`config.mk`:
```
export PLATFORM = sky130hd
export DESIGN_NAME = ultrasonido_scheduler_flat
export DESIGN_NICKNAME = d
export VERILOG_FILES = /design/src/rtl/ultrasonido_scheduler_if.sv /design/src/rtl/ultrasonido_scheduler.sv /design/src/flat_wrapper.sv
export SDC_FILE = /design/constraint.sdc
export NUM_CORES = 1
export LEC_CHECK = 0
export CAP_MARGIN = 20
export CELL_PAD_IN_SITES_DETAIL_PLACEMENT = 0
export CELL_PAD_IN_SITES_GLOBAL_PLACEMENT = 1
export CORE_MARGIN = 2
export CORE_UTILIZATION = 37
export DETAILED_ROUTE_END_ITERATION = 16
export HOLD_SLACK_MARGIN = 0.08
export PLACE_DENSITY = 0.82
export SETUP_SLACK_MARGIN = 0.3
export SYNTH_ARGS = -nofsm -noshare
export SYNTH_HDL_FRONTEND = slang
export SYNTH_SLANG_ARGS = --single-unit
```
`constraint.sdc`:
```
create_clock -name clk -period 1.89 [get_ports clk]
set_input_delay 0.2835 -clock clk [delete_from_list [all_inputs] [get_ports clk]]
set_output_delay 0.2835 -clock clk [all_outputs]
set_load 0.01 [all_outputs]
```
`src/rtl/ultrasonido_scheduler_if.sv`:
```
// Connection between the sensor scheduler and the shared ranging core.
//   core_enable : scheduler -> core, high while a measurement is running
//   core_echo   : scheduler -> core, ECHO line of the selected sensor
//   core_trigg  : core -> scheduler, trigger pulse for the selected sensor
//   core_d      : core -> scheduler, measured distance in cm
//   core_done   : core -> scheduler, core_d is valid on this cycle
// master = scheduler side, slave = ranging core side.
interface ultrasonido_scheduler_if;
  logic       core_enable;
  logic       core_echo;
  logic       core_trigg;
  logic [7:0] core_d;
  logic       core_done;

  modport master (
    output core_enable, core_echo,
    input  core_trigg, core_d, core_done
  );

  modport slave (
    input  core_enable, core_echo,
    output core_trigg, core_d, core_done
  );
endinterface

```
`src/rtl/ultrasonido_scheduler.sv`:
```
// Round-robin scheduler that shares one ultrasonic ranging core between
// three sensors. Each turn runs one measurement (bounded by a timeout),
// then waits a fixed idle gap before moving to the next sensor.
// Ports:
//   clk, reset      : clock, asynchronous active-low reset
//   start           : level, 1 = keep scanning
//   echo_in/trig_out: sensor ECHO inputs / trigger outputs (3 sensors)
//   core            : ranging core connection (master modport)
//   dist0..dist2    : last distance per sensor (8'hFF after a timeout)
//   valid, tmo      : per-sensor "has a result" / "last turn timed out"
//   sel             : sensor currently owning the core
//   busy, new_data  : scan in progress / one-cycle result strobe
module ultrasonido_scheduler #(
  parameter int GAP_CYCLES     = 3000000,
  parameter int TIMEOUT_CYCLES = 1500000
) (
  input  logic                           clk,
  input  logic                           reset,
  input  logic                           start,
  input  logic [2:0]                     echo_in,
  output logic [2:0]                     trig_out,
  ultrasonido_scheduler_if.master        core,
  output logic [7:0]                     dist0,
  output logic [7:0]                     dist1,
  output logic [7:0]                     dist2,
  output logic [2:0]                     valid,
  output logic [2:0]                     tmo,
  output logic [1:0]                     sel,
  output logic                           busy,
  output logic                           new_data
);

  // One counter serves both MEAS and GAP, so it must hold the larger limit.
  localparam int MAX_CYC = (GAP_CYCLES > TIMEOUT_CYCLES) ? GAP_CYCLES : TIMEOUT_CYCLES;
  localparam int CW      = $clog2(MAX_CYC + 1);
  localparam logic [CW-1:0] GAP_LAST = CW'(GAP_CYCLES - 1);
  localparam logic [CW-1:0] TMO_LAST = CW'(TIMEOUT_CYCLES - 1);

  typedef enum logic [1:0] {IDLE = 2'd0, MEAS = 2'd1, GAP = 2'd2} state_t;

  state_t        state_r, state_next;
  logic [CW-1:0] cnt_r, cnt_next;
  logic [1:0]    sel_r, sel_next;
  logic [7:0]    dist0_r, dist1_r, dist2_r;
  logic [7:0]    dist0_next, dist1_next, dist2_next;
  logic [2:0]    valid_r, valid_next, tmo_r, tmo_next;
  logic          new_data_r, new_data_next;
  logic          core_enable_r, busy_r;
  logic [2:0]    sel_mask;
  logic          echo_sel;

  // One-hot mask of the selected sensor.
  always_comb begin
    sel_mask = 3'b000;
    case (sel_r)
      2'd0:    sel_mask = 3'b001;
      2'd1:    sel_mask = 3'b010;
      2'd2:    sel_mask = 3'b100;
      default: sel_mask = 3'b000;
    endcase
  end

  // Route the selected sensor to the core; unselected triggers stay low.
  always_comb begin
    trig_out = 3'b000;
    echo_sel = 1'b0;
    case (sel_r)
      2'd0:    begin trig_out = {2'b00, core.core_trigg};       echo_sel = echo_in[0]; end
      2'd1:    begin trig_out = {1'b0, core.core_trigg, 1'b0};  echo_sel = echo_in[1]; end
      2'd2:    begin trig_out = {core.core_trigg, 2'b00};       echo_sel = echo_in[2]; end
      default: begin trig_out = 3'b000;                          echo_sel = 1'b0;       end
    endcase
  end

  // Next-state and result update; core_done outside MEAS falls through unused.
  always_comb begin
    state_next    = state_r;
    cnt_next      = cnt_r;
    sel_next      = sel_r;
    dist0_next    = dist0_r;
    dist1_next    = dist1_r;
    dist2_next    = dist2_r;
    valid_next    = valid_r;
    tmo_next      = tmo_r;
    new_data_next = 1'b0;
    case (state_r)
      IDLE: begin
        if (start) begin
          state_next = MEAS;
          cnt_next   = {CW{1'b0}};
        end else begin
          state_next = IDLE;
        end
      end
      MEAS: begin
        // core_done is tested first so it wins over a coinciding timeout.
        if (core.core_done || (cnt_r == TMO_LAST)) begin
          if (sel_mask[0]) begin dist0_next = core.core_done ? core.core_d : 8'hFF; end
          else begin dist0_next = dist0_r; end
          if (sel_mask[1]) begin dist1_next = core.core_done ? core.core_d : 8'hFF; end
          else begin dist1_next = dist1_r; end
          if (sel_mask[2]) begin dist2_next = core.core_done ? core.core_d : 8'hFF; end
          else begin dist2_next = dist2_r; end
          if (core.core_done) begin
            valid_next = valid_r | sel_mask;
            tmo_next   = tmo_r & ~sel_mask;
          end else begin
            tmo_next   = tmo_r | sel_mask;
          end
          new_data_next = 1'b1;
          state_next    = GAP;
          cnt_next      = {CW{1'b0}};
        end else begin
          cnt_next = cnt_r + CW'(1);
        end
      end
      GAP: begin
        if (cnt_r == GAP_LAST) begin
          sel_next   = (sel_r == 2'd2) ? 2'd0 : sel_r + 2'd1;
          state_next = start ? MEAS : IDLE;
          cnt_next   = {CW{1'b0}};
        end else begin
          cnt_next = cnt_r + CW'(1);
        end
      end
      default: begin
        state_next = IDLE;
        cnt_next   = {CW{1'b0}};
        sel_next   = 2'd0;
      end
    endcase
  end

  // State and output registers; reset clears every result immediately.
  always_ff @(posedge clk or negedge reset) begin
    if (!reset) begin
      state_r       <= IDLE;
      cnt_r         <= {CW{1'b0}};
      sel_r         <= 2'd0;
      dist0_r       <= 8'd0;
      dist1_r       <= 8'd0;
      dist2_r       <= 8'd0;
      valid_r       <= 3'b000;
      tmo_r         <= 3'b000;
      new_data_r    <= 1'b0;
      core_enable_r <= 1'b0;
      busy_r        <= 1'b0;
    end else begin
      state_r       <= state_next;
      cnt_r         <= cnt_next;
      sel_r         <= sel_next;
      dist0_r       <= dist0_next;
      dist1_r       <= dist1_next;
      dist2_r       <= dist2_next;
      valid_r       <= valid_next;
      tmo_r         <= tmo_next;
      new_data_r    <= new_data_next;
      core_enable_r <= (state_next == MEAS);
      busy_r        <= (state_next != IDLE);
    end
  end

  assign core.core_enable = core_enable_r;
  assign core.core_echo   = echo_sel;
  assign dist0            = dist0_r;
  assign dist1            = dist1_r;
  assign dist2            = dist2_r;
  assign valid            = valid_r;
  assign tmo              = tmo_r;
  assign sel              = sel_r;
  assign busy             = busy_r;
  assign new_data         = new_data_r;

endmodule

```
`src/flat_wrapper.sv`:
```
// flat-port wrapper written by rule: the top's interface ports become plain ports
module ultrasonido_scheduler_flat 
#(
  parameter int GAP_CYCLES     = 3000000,
  parameter int TIMEOUT_CYCLES = 1500000
)
  (clk, reset, start, echo_in, trig_out, dist0, dist1, dist2, valid, tmo, sel, busy, new_data, core_core_enable, core_core_echo, core_core_trigg, core_core_d, core_core_done);
  ultrasonido_scheduler_if core_i ();
  input  logic clk;
  input  logic reset;
  input  logic start;
  input  logic [2:0] echo_in;
  output logic [2:0] trig_out;
  output logic [7:0] dist0;
  output logic [7:0] dist1;
  output logic [7:0] dist2;
  output logic [2:0] valid;
  output logic [2:0] tmo;
  output logic [1:0] sel;
  output logic busy;
  output logic new_data;
  output wire logic [$bits(core_i.core_enable)-1:0] core_core_enable;
  output wire logic [$bits(core_i.core_echo)-1:0] core_core_echo;
  input wire logic [$bits(core_i.core_trigg)-1:0] core_core_trigg;
  input wire logic [$bits(core_i.core_d)-1:0] core_core_d;
  input wire logic [$bits(core_i.core_done)-1:0] core_core_done;
  assign core_core_enable = core_i.core_enable;
  assign core_core_echo = core_i.core_echo;
  assign core_i.core_trigg = core_core_trigg;
  assign core_i.core_d = core_core_d;
  assign core_i.core_done = core_core_done;
  ultrasonido_scheduler #(.GAP_CYCLES(GAP_CYCLES), .TIMEOUT_CYCLES(TIMEOUT_CYCLES)) u_core (.clk(clk), .reset(reset), .start(start), .echo_in(echo_in), .trig_out(trig_out), .core(core_i), .dist0(dist0), .dist1(dist1), .dist2(dist2), .valid(valid), .tmo(tmo), .sel(sel), .busy(busy), .new_data(new_data));
endmodule
```
-- After elaboration in Yosys (flattened, before gate mapping)
Cells that the tools add are included.
- word-level logic and storage cells: 56
- output and inout port bits: 39
- bits in registers: 59
- eq/ne operators: 9
- muxes and demuxes: 18
- $add $sub $neg: 2
- bitwise operators: 5
- reductions and logical operators: 11
- operators with widths (cell ; count):
    $mux W22 ; 3
    $pmux W22 S3 ; 1
    $add A22 B1 Y22 const B ; 1
    $eq A22 B21 Y1 const B ; 1
    $eq A22 B22 Y1 const B ; 1
    $pmux W3 S3 ; 2
    $reduce_and A3 Y1 ; 4
    $mux W2 ; 4
    $mux W8 ; 1
    $eq A2 B1 Y1 const B ; 3
    $or A3 B3 Y3 ; 2
    $pmux W2 S3 ; 1
    $eq A2 B2 Y1 const B ; 2
    $logic_not A2 Y1 ; 2
    $pmux W2 S2 ; 1
    $reduce_and A2 Y1 ; 2
    $and A3 B3 Y3 ; 1
    $mux W1 ; 3
    $mux W3 ; 1
    $not A3 Y3 ; 1
    $pmux W1 S3 ; 1
    $add A2 B1 Y2 const B ; 1
    $ne A2 B1 Y1 const B ; 1
    $ne A2 B2 Y1 const B ; 1
    other kinds (4) ; 4

-- Logic depth before layout (Yosys ltp)
Gate-level depths: netlist (run 1).
- depth in word-level cells: 5
- depth in mapped cells: 9

-- Least setup slack after synthesis (run 1)
OpenSTA, ideal clock, no wires.
- kind: register to register
- start: reg u_core.cnt_r[0]
- end: reg u_core.sel_r[1], in the netlist u_core.sel[1]
- setup slack: -0.181 ns
- setup time: 0.125 ns
- required time: 1.765 ns
- arrival time: 1.946 ns
- stages on the path, launching flop included: 8
- cells stage by stage: dfrtp_1 ha_1 and3_1 nand3_1 o41ai_4 nand2b_1 nor2_2 mux2_2
- word-level cells in the longest chain between the ends: 3
- ends and longest elaborated chain (what ; line ; RTL):
    from (decl) ; ultrasonido_scheduler.sv:42 ; logic [CW-1:0] cnt_r, cnt_next;
    from (signal assigned) ; ultrasonido_scheduler.sv:138 ; cnt_r <= {CW{1'b0}};
    from (signal assigned) ; ultrasonido_scheduler.sv:150 ; cnt_r <= cnt_next;
    $eq A22 B22 Y1 ; ultrasonido_scheduler.sv:118 ; if (cnt_r == GAP_LAST) begin
    $ne A2 B1 Y1 (no source line) ; n/a ;
    $reduce_and A2 Y1 (no source line) ; n/a ;
    to (signal assigned) ; ultrasonido_scheduler.sv:151 ; sel_r <= sel_next;
    to (decl) ; ultrasonido_scheduler.sv:43 ; logic [1:0] sel_r, sel_next;
Every way passes these cells.
A chain may end at the register's enable or synchronous reset.

-- Worst setup path after layout (run 1)
- start: reg u_core.cnt_r[13]
- end: reg u_core.cnt_r[0]
- word-level cells in the longest chain between the ends: 4
- elaborated cells between the ends (all ways): 6
- ends and longest elaborated chain (what ; line ; RTL):
    $eq A22 B21 Y1 ; ultrasonido_scheduler.sv:97 ; if (core.core_done || (cnt_r == TMO_LAST)) begin
    $logic_or A1 B1 Y1 ; ultrasonido_scheduler.sv:97 ;
    $mux W22 ; ultrasonido_scheduler.sv:97 ;
    $pmux W22 S3 * ; ultrasonido_scheduler.sv:86 ; case (state_r)
Mark *: on every way between the ends. The rest lies on a longest branch, timed or not.

==> impl_metrics.env, run 1 <==
export IMPL_placed_area_um2=4000
export IMPL_startpoint_type="flip-flop"
export IMPL_grt_max_degree=60
export IMPL_violations="setup timing"
export IMPL_use_met3=0.0285
export IMPL_syn_area_um2=2920
export IMPL_yosysSeqAreaShare=0.506
export IMPL_overflow=0
export IMPL_tightest_slew_ns=0.500
export IMPL_skew_ns=0.0106
export IMPL_period_needed_ns=2.05
export IMPL_nets=404
export IMPL_peakVddDrop_uv=421
export IMPL_worst_ep_required_time_ns=2.11
export IMPL_final_area_um2=4540
export IMPL_slowest_delay_ns=0.39
export IMPL_fill_cells=644
export IMPL_drv_cap=0
export IMPL_ys_seq_elements=59
export IMPL_placed_cells=459
export IMPL_critPathMaxFanout=9
export IMPL_drive_gt1_frac=0.384
export IMPL_n_antenna_cell=0
export IMPL_use_met1=0.245
export IMPL_worstHoldPathType="reg2reg"
export IMPL_synthDistinctLibCells=50
export IMPL_cp_end_kind="flip-flop"
export IMPL_htree_levels=3
export IMPL_root_buffer="clkbuf_8"
export IMPL_antenna_found_initial=0
export IMPL_stdcell_count=490
export IMPL_cp_cell_sequence="nand4bb_1 -> or3_4 -> o41ai_4 -> buf_4 -> a21oi_4 -> buf_12 -> mux2_2"
export IMPL_synth_area_leader_cell="dfrtp_1"
export IMPL_cp_num_buf_inv=2
export IMPL_slowest_stage="dfrtp_1"
export IMPL_start_util=0.379
export IMPL_p_per_area_nw_per_um2=1160
export IMPL_p_leak_nw=2.01
export IMPL_yosysTopAreaCellShare=0.506
export IMPL_drv_slew=0
export IMPL_rows=32
export IMPL_synth_cells=266
export IMPL_grt_pass1_wl_um=12800
export IMPL_timing_hold_violations_final=0
export IMPL_r2r_slack_ns=-0.16
export IMPL_layout_area_overhead_vs_synth_pct=55.8
export IMPL_top_usage_layer="met2"
export IMPL_chipWidth_um=92.8
export IMPL_max_freq_mhz=488
export IMPL_r2r_start="u_core.cnt_r[13]$_DFFE_PN0P_"
export IMPL_syn_num_nets=287
export IMPL_rr_worst_depth=7
export IMPL_finalCritPeriodShare=1.08
export IMPL_setup_slack_ns=-0.159
export IMPL_rsz0062_at_grt="true"
export IMPL_yosysMostFrequentCell="dfrtp_1"
export IMPL_cts_tree="built"
export IMPL_place_gp_congestion=0.809
export IMPL_grtUsageTotal=0.189
export IMPL_portBuffers=54
export IMPL_crit_end="u_core.cnt_r[0]$_DFFE_PN0P_"
export IMPL_post_route_drc_count=0
export IMPL_synth_edff_count=0
export IMPL_use_met2=0.313
export IMPL_clk_path_buf_depth=2
export IMPL_grt_pass1_vias=2603
export IMPL_via_count=2583
export IMPL_routedWlPerCell_um=16.3
export IMPL_status="finished with violations"
export IMPL_finalWirelength_um=8010
export IMPL_async_flop_share=1.00
export IMPL_r2r_end="u_core.cnt_r[0]$_DFFE_PN0P_"
export IMPL_core_area_um2=7690
export IMPL_clock_latency_ns=0.34
export IMPL_cts_buffers=9
export IMPL_first_iter_violations=102
export IMPL_crit_family="simple AND/OR/NAND/NOR gates"
export IMPL_cp_depth=7
export IMPL_die_y_um=92.8
export IMPL_firstDrtPassIters=4
export IMPL_synth_avg_cell_area_um2=11.0
export IMPL_num_io_pins=55
export IMPL_path_clk_slew_ns=0.07
export IMPL_via_per_inst=5.27
export IMPL_crit_type="reg2reg"
export IMPL_cts_sinks=59
export IMPL_ys_flop_type="dfrtp_1"
export IMPL_hold_depth=1
export IMPL_ant_nets=0
export IMPL_slew_headroom=0.665
export IMPL_die_area_um2=8610
export IMPL_startpoint="u_core.cnt_r[13]$_DFFE_PN0P_"
export IMPL_netlist_top_cells_area="dfrtp_1, mux2_2, nand2_1"
export IMPL_dp_hpwl_um=4970
export IMPL_ys_top_cells_by_count="dfrtp_1, nand2_1, mux2_2"
export IMPL_crit_arrival_ns=2.27
export IMPL_setup_viol=52
export IMPL_yosysWarnings=0
## where the power goes
group | switching, mW | internal (mW) | total [mW]
logic | 0.994 | 1.26 | 2.25
clock network | 0.527 | 0.737 | 1.26
registers | 0.170 | 1.58 | 1.75
total | 1.69 | 3.57 | 5.26
## metrics by stage
step	util	TNS [ns]	setup slack, ns	power (mW)	hold WS (ns)
2_1_floorplan	-	-1.28	-0.136	2.74	-0.0121
4_1_cts	0.573	-3.78	-0.193	5.14	0.471
3_3_place_gp	0.520	-1.52	-0.145	3.63	0.315
6_report	0.591	-4.62	-0.159	5.26	0.476
5_1_grt	0.591	-9.03	-0.232	5.53	0.498
3_5_place_dp	0.520	-3.52	-0.196	3.67	0.314
## placed cells by master, fill, tap and decap left out, drive strengths merged, types with 4 or more instances in the layout
| master | instances |
|---|---|
| mux2 | 26 |
| ha | 5 |
| buf | 59 |
| a22o | 5 |
| clkdlybuf4s50 | 47 |
| and3 | 4 |
| nand2 | 29 |
| a41oi | 4 |
| nand2b | 16 |
| nor2 | 16 |
| a31oi | 13 |
| a21oi | 12 |
| nand3 | 10 |
| inv | 10 |
| dfrtp | 59 |
| o21ai | 6 |
| clkbuf | 12 |
## flip-flops by register name (all words and copies together) (netlist names), named ones only
name / flops
u_core.sel: 2
u_core.cnt_r: 22
u_core.busy: 1
u_core.valid: 3
u_core.dist0: 8
u_core.state_r: 2
u_core.dist1: 8
u_core.new_data: 1
u_core.dist2: 8
u_core.core.core_enable: 1
## worst min path at each step
stage                                      startpoint                           to
after floorplan                                 reset   asynchronous set/reset pin
after global placement                          reset  u_core.valid[1]$_DFFE_PN0P_
after detailed placement                        reset  u_core.valid[2]$_DFFE_PN0P_
after CTS                 u_core.valid[1]$_DFFE_PN0P_  u_core.valid[1]$_DFFE_PN0P_
after global routing      u_core.valid[1]$_DFFE_PN0P_  u_core.valid[1]$_DFFE_PN0P_
final                     u_core.valid[1]$_DFFE_PN0P_  u_core.valid[1]$_DFFE_PN0P_
## area by class of cell
class	instances	area (um^2)	area share
Clock inverter	7	92.6	0.0204
Inverter	10	37.5	0.00827
Tap cell	102	128	0.0281
Timing Repair Buffer	114	1090	0.241
Sequential cell	59	1480	0.326
Clock buffer	9	124	0.0273
Multi-Input combinational cell	189	1590	0.349
## timing repair
action / CTS / global route
cloned: 3 / 2
setup endpoints to repair: 61 / 61
pin swaps: 8 / 8
resized for setup: 27 / 25
hold buffers: 1 / 0
buffers inserted: 7 / 2
hold endpoints to repair: 59 / 0
## logic make-up after synthesis
| kind of cell | count (synthesis) | share of synthesized area |
|---|---|---|
| AND/OR/NAND/NOR | 98 | 0.187 |
| buffers and inverters | 20 | 0.0326 |
| multiplexers | 29 | 0.111 |
| flip-flops | 59 | 0.506 |
| XOR/XNOR | 4 | 0.0120 |
| adder cells (fa/ha/maj) | 5 | 0.0215 |
| AO/OA/AOI/OAI | 51 | 0.130 |
## per-layer routing
metal	vias to the layer above	wire length, um
li1	1198	-
met1	1279	3480
met3	22	370
met2	84	3900
met5	-	0
met4	0	261
(Power assumes the default switching activity.)
==> run 2, diff against run 1 <==
--- a/config.mk
+++ b/config.mk
@@ -5,7 +5,6 @@
 export SDC_FILE = /design/constraint.sdc
 export NUM_CORES = 1
 export LEC_CHECK = 0
-export CAP_MARGIN = 20
 export CELL_PAD_IN_SITES_DETAIL_PLACEMENT = 0
 export CELL_PAD_IN_SITES_GLOBAL_PLACEMENT = 1
 export CORE_MARGIN = 2
==> results of run 2 <==
No change in the layout: final DEF, timing and power equal those of run 1.
==> run 3, diff against run 2 <==
--- a/config.mk
+++ b/config.mk
@@ -13,6 +13,7 @@
 export HOLD_SLACK_MARGIN = 0.08
 export PLACE_DENSITY = 0.82
 export SETUP_SLACK_MARGIN = 0.3
+export SLEW_MARGIN = 30
 export SYNTH_ARGS = -nofsm -noshare
 export SYNTH_HDL_FRONTEND = slang
 export SYNTH_SLANG_ARGS = --single-unit
==> results of run 3 <==
No change in the layout: final DEF, timing and power equal those of run 1.
